$ cat config.mk
export PLATFORM = sky130hd
export DESIGN_NAME = mem_access_stage
export DESIGN_NICKNAME = d
export VERILOG_FILES = /design/src/rtl/mem_access_stage.sv
export SDC_FILE = /design/constraint.sdc
export NUM_CORES = 1
export LEC_CHECK = 0
export CORE_MARGIN = 1
export CORE_UTILIZATION = 38
export DETAILED_ROUTE_END_ITERATION = 10
export GPL_TIMING_DRIVEN = 0
export PLACE_DENSITY = 0.82
export SYNTH_ARGS = -nofsm -noshare
export SYNTH_HDL_FRONTEND = slang
export SYNTH_SLANG_ARGS = --single-unit
$ cat constraint.sdc
create_clock -name i_Clk -period 1.38 [get_ports i_Clk]
set_input_delay 0.138 -clock i_Clk [delete_from_list [all_inputs] [get_ports i_Clk]]
set_output_delay 0.138 -clock i_Clk [all_outputs]
set_load 0.1 [all_outputs]
$ cat src/rtl/mem_access_stage.sv
// Memory-access stage of the 16-bit pipelined MIPS: data-memory req/ack and writeback.
// Optional MEM_TIMEOUT_EN adds an ack timeout and the o_Mem_Error output.
module mem_access_stage #(
   parameter int DATA_W     = 16,
   parameter int REG_ADDR_W = 3
`ifdef MEM_TIMEOUT_EN
   ,
   parameter int TIMEOUT_CYCLES = 64
`endif
) (
   input  logic                  i_Clk,
   input  logic                  i_Reset,
   input  logic                  i_Valid,
   input  logic [DATA_W-1:0]     i_ALU_Result,
   input  logic [DATA_W-1:0]     i_B,
   input  logic [REG_ADDR_W-1:0] i_Write_Reg,
   input  logic                  i_Sig_MemRead,
   input  logic                  i_Sig_MemWrite,
   input  logic                  i_Sig_RegWrite,
   input  logic                  i_Sig_MemtoReg,
   output logic                  o_Stall,
   output logic                  o_Mem_Req,
   output logic                  o_Mem_We,
   output logic [DATA_W-1:0]     o_Mem_Addr,
   output logic [DATA_W-1:0]     o_Mem_Wdata,
   input  logic                  i_Mem_Ack,
   input  logic [DATA_W-1:0]     i_Mem_Rdata,
`ifdef MEM_TIMEOUT_EN
   output logic                  o_Mem_Error,
`endif
   output logic                  o_WB_Valid,
   output logic                  o_WB_RegWrite,
   output logic [REG_ADDR_W-1:0] o_WB_Reg,
   output logic [DATA_W-1:0]     o_WB_Data
);

   typedef enum logic {IDLE, ACCESS} state_t;

   state_t                state_q, state_d;
   logic                  req_q, req_d;
   logic                  we_q, we_d;
   logic [DATA_W-1:0]     addr_q, addr_d;
   logic [DATA_W-1:0]     wdata_q, wdata_d;
   logic [REG_ADDR_W-1:0] lreg_q, lreg_d;
   logic                  lrw_q, lrw_d;
   logic                  m2r_q, m2r_d;
   logic                  wbv_q, wbv_d;
   logic                  wbrw_q, wbrw_d;
   logic [REG_ADDR_W-1:0] wbreg_q, wbreg_d;
   logic [DATA_W-1:0]     wbdata_q, wbdata_d;
`ifdef MEM_TIMEOUT_EN
   localparam int CNT_W = $clog2(TIMEOUT_CYCLES + 1);
   logic [CNT_W-1:0]      cnt_q, cnt_d;
   logic                  err_q, err_d;
   logic                  tmo;
   assign tmo = (cnt_q == CNT_W'(TIMEOUT_CYCLES - 1));
`endif

   always_comb begin
      state_d  = state_q;
      req_d    = req_q;
      we_d     = we_q;
      addr_d   = addr_q;
      wdata_d  = wdata_q;
      lreg_d   = lreg_q;
      lrw_d    = lrw_q;
      m2r_d    = m2r_q;
      wbv_d    = 1'b0;
      wbrw_d   = wbrw_q;
      wbreg_d  = wbreg_q;
      wbdata_d = wbdata_q;
`ifdef MEM_TIMEOUT_EN
      cnt_d    = cnt_q;
      err_d    = 1'b0;
`endif
      unique case (state_q)
         IDLE: begin
            if (i_Valid) begin
               if (i_Sig_MemRead || i_Sig_MemWrite) begin
                  state_d = ACCESS;
                  req_d   = 1'b1;
                  we_d    = i_Sig_MemWrite;
                  addr_d  = i_ALU_Result;
                  wdata_d = i_B;
                  lreg_d  = i_Write_Reg;
                  lrw_d   = i_Sig_RegWrite;
                  m2r_d   = i_Sig_MemtoReg;
`ifdef MEM_TIMEOUT_EN
                  cnt_d   = '0;
`endif
               end else begin
                  wbv_d    = 1'b1;
                  wbdata_d = i_ALU_Result;
                  wbreg_d  = i_Write_Reg;
                  wbrw_d   = i_Sig_RegWrite && (i_Write_Reg != '0);
               end
            end
         end
         ACCESS: begin
`ifdef MEM_TIMEOUT_EN
            cnt_d = cnt_q + CNT_W'(1);
`endif
            if (i_Mem_Ack) begin
               state_d  = IDLE;
               req_d    = 1'b0;
               wbv_d    = 1'b1;
               wbreg_d  = lreg_q;
               wbdata_d = (!we_q && m2r_q) ? i_Mem_Rdata : addr_q;
               wbrw_d   = lrw_q && !we_q && (lreg_q != '0);
            end
`ifdef MEM_TIMEOUT_EN
            else if (tmo) begin
               // Abandoned access retires as a no-op flagged by o_Mem_Error
               state_d  = IDLE;
               req_d    = 1'b0;
               wbv_d    = 1'b1;
               wbreg_d  = lreg_q;
               wbdata_d = '0;
               wbrw_d   = 1'b0;
               err_d    = 1'b1;
            end
`endif
         end
         default: state_d = IDLE;
      endcase
   end

   always_ff @(posedge i_Clk) begin
      if (i_Reset) begin
         state_q  <= IDLE;
         req_q    <= 1'b0;
         we_q     <= 1'b0;
         addr_q   <= '0;
         wdata_q  <= '0;
         lreg_q   <= '0;
         lrw_q    <= 1'b0;
         m2r_q    <= 1'b0;
         wbv_q    <= 1'b0;
         wbrw_q   <= 1'b0;
         wbreg_q  <= '0;
         wbdata_q <= '0;
`ifdef MEM_TIMEOUT_EN
         cnt_q    <= '0;
         err_q    <= 1'b0;
`endif
      end else begin
         state_q  <= state_d;
         req_q    <= req_d;
         we_q     <= we_d;
         addr_q   <= addr_d;
         wdata_q  <= wdata_d;
         lreg_q   <= lreg_d;
         lrw_q    <= lrw_d;
         m2r_q    <= m2r_d;
         wbv_q    <= wbv_d;
         wbrw_q   <= wbrw_d;
         wbreg_q  <= wbreg_d;
         wbdata_q <= wbdata_d;
`ifdef MEM_TIMEOUT_EN
         cnt_q    <= cnt_d;
         err_q    <= err_d;
`endif
      end
   end

   assign o_Stall       = (state_q == ACCESS);
   assign o_Mem_Req     = req_q;
   assign o_Mem_We      = we_q;
   assign o_Mem_Addr    = addr_q;
   assign o_Mem_Wdata   = wdata_q;
   assign o_WB_Valid    = wbv_q;
   assign o_WB_RegWrite = wbrw_q;
   assign o_WB_Reg      = wbreg_q;
   assign o_WB_Data     = wbdata_q;
`ifdef MEM_TIMEOUT_EN
   assign o_Mem_Error   = err_q;
`endif

endmodule

* Word-level counts from Yosys, hierarchy flattened
Cells that the tools add are included.
** Storage, ports and cells
- Flip-flop bits (word level) :: 61
- Latch bits :: 0
- Bits in writable memories :: 0
- Bits in read-only memories :: 0
- Bits of input ports :: 59
- Output and inout bits :: 56
- Memories kept :: 0
** Cells by class
- $add $sub $neg :: 0
- Multipliers :: 0
- Div/mod/pow operators :: 0
- Order comparisons :: 0
- Equal/unequal tests :: 4
- Shift operators :: 0
- Multiplexer cells :: 25
- Bitwise gates (word level) :: 1
- Reduce and logical (&&, ||, !) cells :: 11
** Operator list (number)
- $mux 16 :: 4
- $pmux 16 s2 :: 1
- $mux 1 :: 12
- $mux 3 :: 3
- $reduce_and 3->1 :: 3
- $ne 2x2->1 const B :: 4
- $pmux 1 s2 :: 4
- $pmux 3 s2 :: 1
- $reduce_bool 3->1 :: 2
- $logic_and 1x1->1 :: 4
- $logic_not 1->1 :: 1
- $logic_or 1x1->1 :: 1
- $not 1->1 :: 1

* Logic depth before layout (Yosys ltp)
Gate-level depths: netlist of the first run.
- Depth in word-level cells :: 5
- Gate-level depth with buffers :: 6

* Least setup slack after synthesis of the first run
Ideal clock, no wire load.
- Kind :: reg2reg
- Start point :: register state_q, in the netlist o_Stall
- End point :: register wbdata_q[10], in the netlist o_WB_Data[10]
- Library setup time :: 0.117 ns
- Arrival time :: 1.954 ns
- Required time :: 1.263 ns
- Setup slack :: -0.692 ns
- Cell stages (with the launch flop) :: 5
- Path buffers :: 2
- Period minus slack after synthesis :: 2.072 ns
- Path through :: dfxtp_1 buf_2 clkbuf_1 o221ai_1 a22o_2
** On the way
- Longest elaborated chain between the ends :: 3
- Elaborated cells between the ends (all ways) :: 6
- Those cells by class :: eq/ne: 3; mux: 1; bitwise: 1; reduce/logical: 1
** RTL lines
- start: declaration :: line 39 : state_t state_q, state_d;
- start signal: assignment :: line 147 : state_q <= state_d;
- $not 1->1
- $ne 2x2->1 (no line)
- $reduce_and 3->1 (no line)
- end signal: assignment :: line 158 : wbdata_q <= wbdata_d;
- end: declaration :: line 50 : logic [DATA_W-1:0] wbdata_q, wbdata_d;
Parallel ways exist; a longest one is shown, timed or not.
A chain may end at the register's enable or synchronous reset.

* Worst setup path after layout of the first run
- Start point :: register state_q, in the netlist o_Stall
- End point :: register wbdata_q[5], in the netlist o_WB_Data[5]
The elaborated chain is that of the path after synthesis.

==> results of run 1 <==
power groups by stage:
stage	Combinational [W]	Sequential [W]	Clock (W)
floorplan	0.000360	0.00267	0
global placement	0.00153	0.00197	0
detailed placement	0.00156	0.00198	0
CTS	0.00155	0.00194	0.00164
global route	0.00162	0.00195	0.00170
finish	0.00156	0.00194	0.00163
state kept, by name, indices dropped and copies added, names as in the netlist:
register / flops
lrw_q: 1
o_WB_Reg: 3
lreg_q: 3
o_Mem_Wdata: 16
o_WB_RegWrite: 1
o_Mem_Req: 1
o_WB_Valid: 1
m2r_q: 1
o_Stall: 1
o_Mem_Addr: 16
o_Mem_We: 1
o_WB_Data: 16
critical path, stage by stage (launching register included):
cell and delay, ns:
dfxtp_4 0.37, or4b_4 0.52, a21oi_4 0.24, buf_6 0.17
a22o_4 0.11
synth_stat cells (2+ instances only):
| master | count | area, um^2 |
|---|---|---|
| a211oi_1 | 3 | 22.5 |
| a21oi_1 | 40 | 200 |
| a22o_1 | 7 | 61.3 |
| a22o_2 | 9 | 90.1 |
| buf_1 | 6 | 22.5 |
| buf_2 | 7 | 35.0 |
| clkbuf_1 | 18 | 67.6 |
| dfxtp_1 | 61 | 1220 |
| inv_1 | 18 | 67.6 |
| mux2i_1 | 3 | 30.0 |
| nand2_1 | 22 | 82.6 |
| nand2b_1 | 2 | 12.5 |
| nand3_1 | 37 | 185 |
| nand4b_1 | 16 | 140 |
| nor2b_1 | 2 | 12.5 |
| nor3_1 | 5 | 25.0 |
| o21ai_0 | 37 | 185 |
| o221ai_1 | 16 | 140 |
worst min-delay path by stage:
stage                    from       endpoint  slack (ns)
6_report              i_Reset    o_WB_Reg[0]        0.20
5_1_grt               i_Reset    o_WB_Reg[2]        0.19
4_1_cts               i_Reset    o_WB_Reg[2]        0.19
3_5_place_dp    o_WB_Data[14]  o_WB_Data[14]        0.46
3_3_place_gp        o_Mem_Req      o_Mem_Req        0.46
2_1_floorplan  i_Sig_MemWrite       o_Mem_We        0.27
timing repair:
item	in CTS	in global routing
gates resized for setup	252	75
buffers inserted	3	1
pin swaps	8	2
cloned	1	0
setup endpoints to repair	109	85
cell type report:
type,count,share of cell area (%)
Timing Repair Buffer,118,23.1
Multi-Input combinational cell,210,33.3
Buffer,32,4.85
Clock inverter,4,1.14
Tap cell,96,2.89
Inverter,18,1.63
Sequential cell,61,29.6
Clock buffer,11,3.64
cell usage in the layout, fill, tap and decap left out, types with 16 or more instances in the layout:
cell type	count
o21ai_0	26
nand3_1	37
buf_2	47
dfxtp_1	59
clkdlybuf4s50_1	55
inv_1	18
nand4b_1	16
o221ai_1	16
a21oi_1	40
nand2_1	22
logic make-up (layout without fill, tap and decap cells):
| kind of cell | Yosys count | in the layout | share of synthesized area (%) |
|---|---|---|---|
| compound gates | 116 | 116 | 27.2 |
| simple gates | 91 | 91 | 19.1 |
| flops | 61 | 61 | 44.9 |
| buf+inv | 51 | 183 | 7.69 |
| mux | 3 | 3 | 1.11 |
per-layer routing:
metal / track usage [%] / vias up
li1: - / 1445
met1: 30.4 / 1488
met2: 44.9 / 148
met3: 6.10 / 13
met4: 8.64 / 0
met5: 0 / -
through the flow:
| stage | worst slack [ns] | instance area, um^2 | hold WS [ns] | utilization, % | setup TNS (ns) |
|---|---|---|---|---|---|
| 2_1_floorplan | -0.140 | 2740 | 0.268 | - | -1.65 |
| 3_3_place_gp | -0.547 | 4000 | 0.456 | 58.2 | -38.86 |
| 3_5_place_dp | -0.642 | 4000 | 0.463 | 58.2 | -43.48 |
| 4_1_cts | -0.113 | 4240 | 0.192 | 61.8 | -1.46 |
| 5_1_grt | -0.124 | 4160 | 0.195 | 60.5 | -1.69 |
| 6_report | -0.0756 | 4160 | 0.196 | 60.5 | -1.03 |
==> results.toml, run 1 <==
[sta]
rsz0062_at_grt = "true"
clock_skew_ns = 0.00626
slew_viol_final = 0
worstMarginPinSlew_ns = 0.548
fin_crit_sh_pct = 105
max_freq_mhz = 687
slew_headroom_pct = 63.7
hold_viol = 0
finalSetupViolations = 16
postLayoutSetupSlackWorst_ns = -0.0756
min_period_ns = 1.46

[synth]
ys_async_sr_fraction_pct = 0
synth_nets = 381
seq_area_frac_synth_pct = 44.9
syn_area_mm2 = 0.00272
synth_flop_cell = "dfxtp_1"
synth_seq_cells = 61
avgSynthCellArea_um2 = 8.44
synth_cell_types = 31
syn_inst = 322
synth_edf_count = 0
yosys_warnings = 0

[setup_path]
cp-startpoint = "o_Stall"
critPathRequiredTime_ns = 1.67
cp-end-kind = "register"
r2r_cells = 4
crit_type = "reg2reg"
r2r_slack_ns = -0.08
worstPathArrival_ns = 1.74
crit_path_max_fanout = 6
r2r-end = "o_WB_Data[5]"
cp-start-kind = "register"
r2r_start = "o_Stall"
endpoint = "o_WB_Data[5]"

[cells_and_area]
fin_cells = 550
fin_nets = 509
area_growth_pct = 53.0
seq_area_mm2 = 0.00123
drive_above_1_share_pct = 26.2
multi_input_area_mm2 = 0.00138
n_antenna_cell = 0
fill_cells = 610

[clocking]
cts_tree = "built"
cts.sinks = 61
cts_buffers = 9
clk_pin_slew_ns = 0.07
cts-root-buf = "clkbuf_8"
htree_levels = 3
clock_latency_ns = 0.34
clockBufferDepth = 2
ctsHoldBuffers = 0

[route]
first_pass_iters = 5
wire_per_inst_um = 17.4
drc = 0
drt-initial-drc-count = 175
top_layer = "met4"
wl_um = 9590
met2_length_um = 4690
detail-route-antenna-nets = 0
drt-met1-wl_um = 3980
wl_met3_um = 774
vias_per_cell = 5.63
num_vias = 3094

[global_route]
grt_max_degree = 20
grt_antenna_before_repair = 0
grt_pass1_wl_um = 14900
track_usage_pct = 25.5
first_global_vias = 3089
grt_overflow_total = 0

[power]
leakage_nw = 1.71
powerDensity_mw_per_mm2 = 1230
power_frac_seq_pct = 37.9
p_int_w = 0.00322
power.share.clock_pct = 31.8
comb_power_share_pct = 30.4
switching_share_pct = 37.2
p_total_w = 0.00513
p_sw_w = 0.00191
vdd_drop_max_mv = 0.717

[die]
rows = 30
placeableCoreArea_mm2 = 0.00687
start_util_pct = 39.6
boundaryPins = 115
dieHeight_um = 86.6
die_w_um = 86.6
die-area_mm2 = 0.00749

[placement]
post-dp-hpwl_um = 6620
port_buffers = 113
place_inst = 531
gp_congestion = 0.808

[outcome]
status = "finished, violations left"
violations = "setup timing"

[worst_hold_path]
hp-class = "in2reg"
min_path_cells = 2

[run]
drv_cap = 0
(Power assumes the default switching activity.)
==> inputs of run 2 (changes only) <==
- CORE_UTILIZATION: 38 -> 46
- PLACE_DENSITY: 0.82 -> 0.92
- clock period: 1.38 -> 1.8 ns (I/O delays scaled with it)
==> results.toml, run 2 (same netlist as run 1, synthesis figures left out) <==
[outcome]
status = "completed"

[setup_path]
r2r_start = "o_Stall"
cp_num_buf_inv = 1
r2r_cells = 5
critPathSlowestCell = "dlygate4sd2_1"
worst-path-stages = 1
crit_path_max_fanout = 3
r2r_slack_ns = 0.08
crit_chain = "dlygate4sd2_1"
cp_top_family = "buffers and inverters"
cp-end-kind = "output port"
worstPathArrival_ns = 1.60
slowest_delay_ns = 0.89
cp-start-kind = "register"
crit_type = "reg2out"
critPathRequiredTime_ns = 1.62
r2r-end = "o_Mem_Addr[6]"

[clocking]
htree_levels = 3
cts-root-buf = "clkbuf_8"
clock_latency_ns = 0.34
clk_pin_slew_ns = 0.07
cts.sinks = 61
cts_buffers = 9
cts_tree = "built"
cts_setup_buffers = 0
clockBufferDepth = 2

[die]
boundaryPins = 115
die-area_mm2 = 0.00622
rows = 27
start_util_pct = 48.5
die_w_um = 78.9
dieHeight_um = 78.9
placeableCoreArea_mm2 = 0.00561

[cells_and_area]
stdcell_area_mm2 = 0.00405
layout_commonest_cell = "dfxtp_1"
drive_above_1_share_pct = 9.80
mostFrequentLayoutCells = "dfxtp_1, clkdlybuf4s50_1, dlygate4sd2_1"
fill_cells = 446
multi_input_area_mm2 = 0.00130
fin_nets = 505
n_antenna_cell = 0
area_growth_pct = 48.8
seq_area_mm2 = 0.00122

[sta]
tns_ns = 0
worstMarginPinSlew_ns = 1.00
rsz0062_at_grt = "false"
finalSetupViolations = 0
fin_crit_sh_pct = 98.7
min_period_ns = 1.78
hold_viol = 0
clock_skew_ns = 0.00775
max_freq_mhz = 563
slew_headroom_pct = 33.6
slew_viol_final = 0

[placement]
post-dp-hpwl_um = 6410
gp_congestion = 0.838
port_buffers = 113
place_area_mm2 = 0.00394

[route]
drt-initial-drc-count = 363
wl_um = 9450
num_vias = 3132
detail-route-antenna-nets = 0
first_pass_iters = 7
wire_per_inst_um = 18.1
drc = 0
vias_per_cell = 6.01

[global_route]
grt_antenna_before_repair = 0
grt_overflow_total = 0
first_global_vias = 3022
grt_max_degree = 12
track_usage_pct = 30.1
grt_pass1_wl_um = 14500

[worst_hold_path]
min_path_cells = 2
hp-class = "in2reg"
whs_endpoint = "o_WB_RegWrite"
hp-start = "i_Reset"

[power]
powerDensity_mw_per_mm2 = 918
vdd_drop_max_mv = 0.606
leakage_nw = 1.71

[run]
drv_cap = 0
run 2: cell types whose count changed in the layout (fill, tap and decap cells not counted), sizes merged:
cell | previous run | this run
dlygate4sd2 | 2 | 53
buf | 58 | 13
clkdlybuf4s18 | 10 | 0
clkdlybuf4s50 | 55 | 57
bufinv | 1 | 0
clkdlybuf4s15 | 2 | 1
clkinvlp | 1 | 0
run 2: metrics by stage:
step / std cells / hold WS, ns / util (%) / total power (W) / setup slack [ns]
after floorplan: 322 / 0.313 / - / 0.00232 / 0.101
after detailed placement: 507 / 0.469 / 70.3 / 0.00270 / -0.271
final: 521 / 0.201 / 72.1 / 0.00371 / 0.0228
after CTS: 521 / 0.202 / 72.0 / 0.00368 / 0.00234
after global placement: 507 / 0.449 / 70.3 / 0.00268 / -0.239
after global routing: 521 / 0.235 / 72.1 / 0.00382 / 0.00718
run 2: routing by layer:
layer,GRT usage [%],vias up,wire length [um]
met5,0,-,0
met4,13.3,0,251
met3,6.44,32,840
met2,48.3,186,4610
met1,38.9,1488,3750
li1,-,1426,-
run 2: how the worst max path moves through the flow:
| stage | end | from | slack, ns |
|---|---|---|---|
| floorplan | o_WB_Data[10] | o_Stall | 0.10 |
| global placement | o_WB_Data[12] | i_Sig_MemWrite | -0.24 |
| detailed placement | o_WB_Data[13] | i_Sig_MemWrite | -0.27 |
| CTS | o_Mem_We | o_Mem_We | 0.002 |
| global route | o_Mem_Addr[0] | o_Mem_Addr[0] | 0.007 |
| finish | o_Mem_Addr[15] | o_Mem_Addr[15] | 0.02 |
run 2: power breakdown:
| part | switching, W | internal (W) |
|---|---|---|
| clock | 0.000516 | 0.000555 |
| combinational | 0.000849 | 0.000305 |
| sequential | 0.0000526 | 0.00143 |
| total | 0.00142 | 0.00229 |
run 2: final cells by class:
cell class / count / area share (%)
multi-input combinational: 210 / 32.1
sequential: 61 / 30.3
timing repair buffer: 113 / 26.1
clock buffer: 12 / 3.84
buffer: 33 / 3.59
tap: 72 / 2.23
inverter: 18 / 1.67
clock inverter: 2 / 0.247
run 2: timing repair:
item                       in CTS  in global routing
setup endpoints to repair      56                 37
gates cloned                    0                  0
hold buffers                    0                  0
resized for setup              57                 11
pin swaps                       0                  1
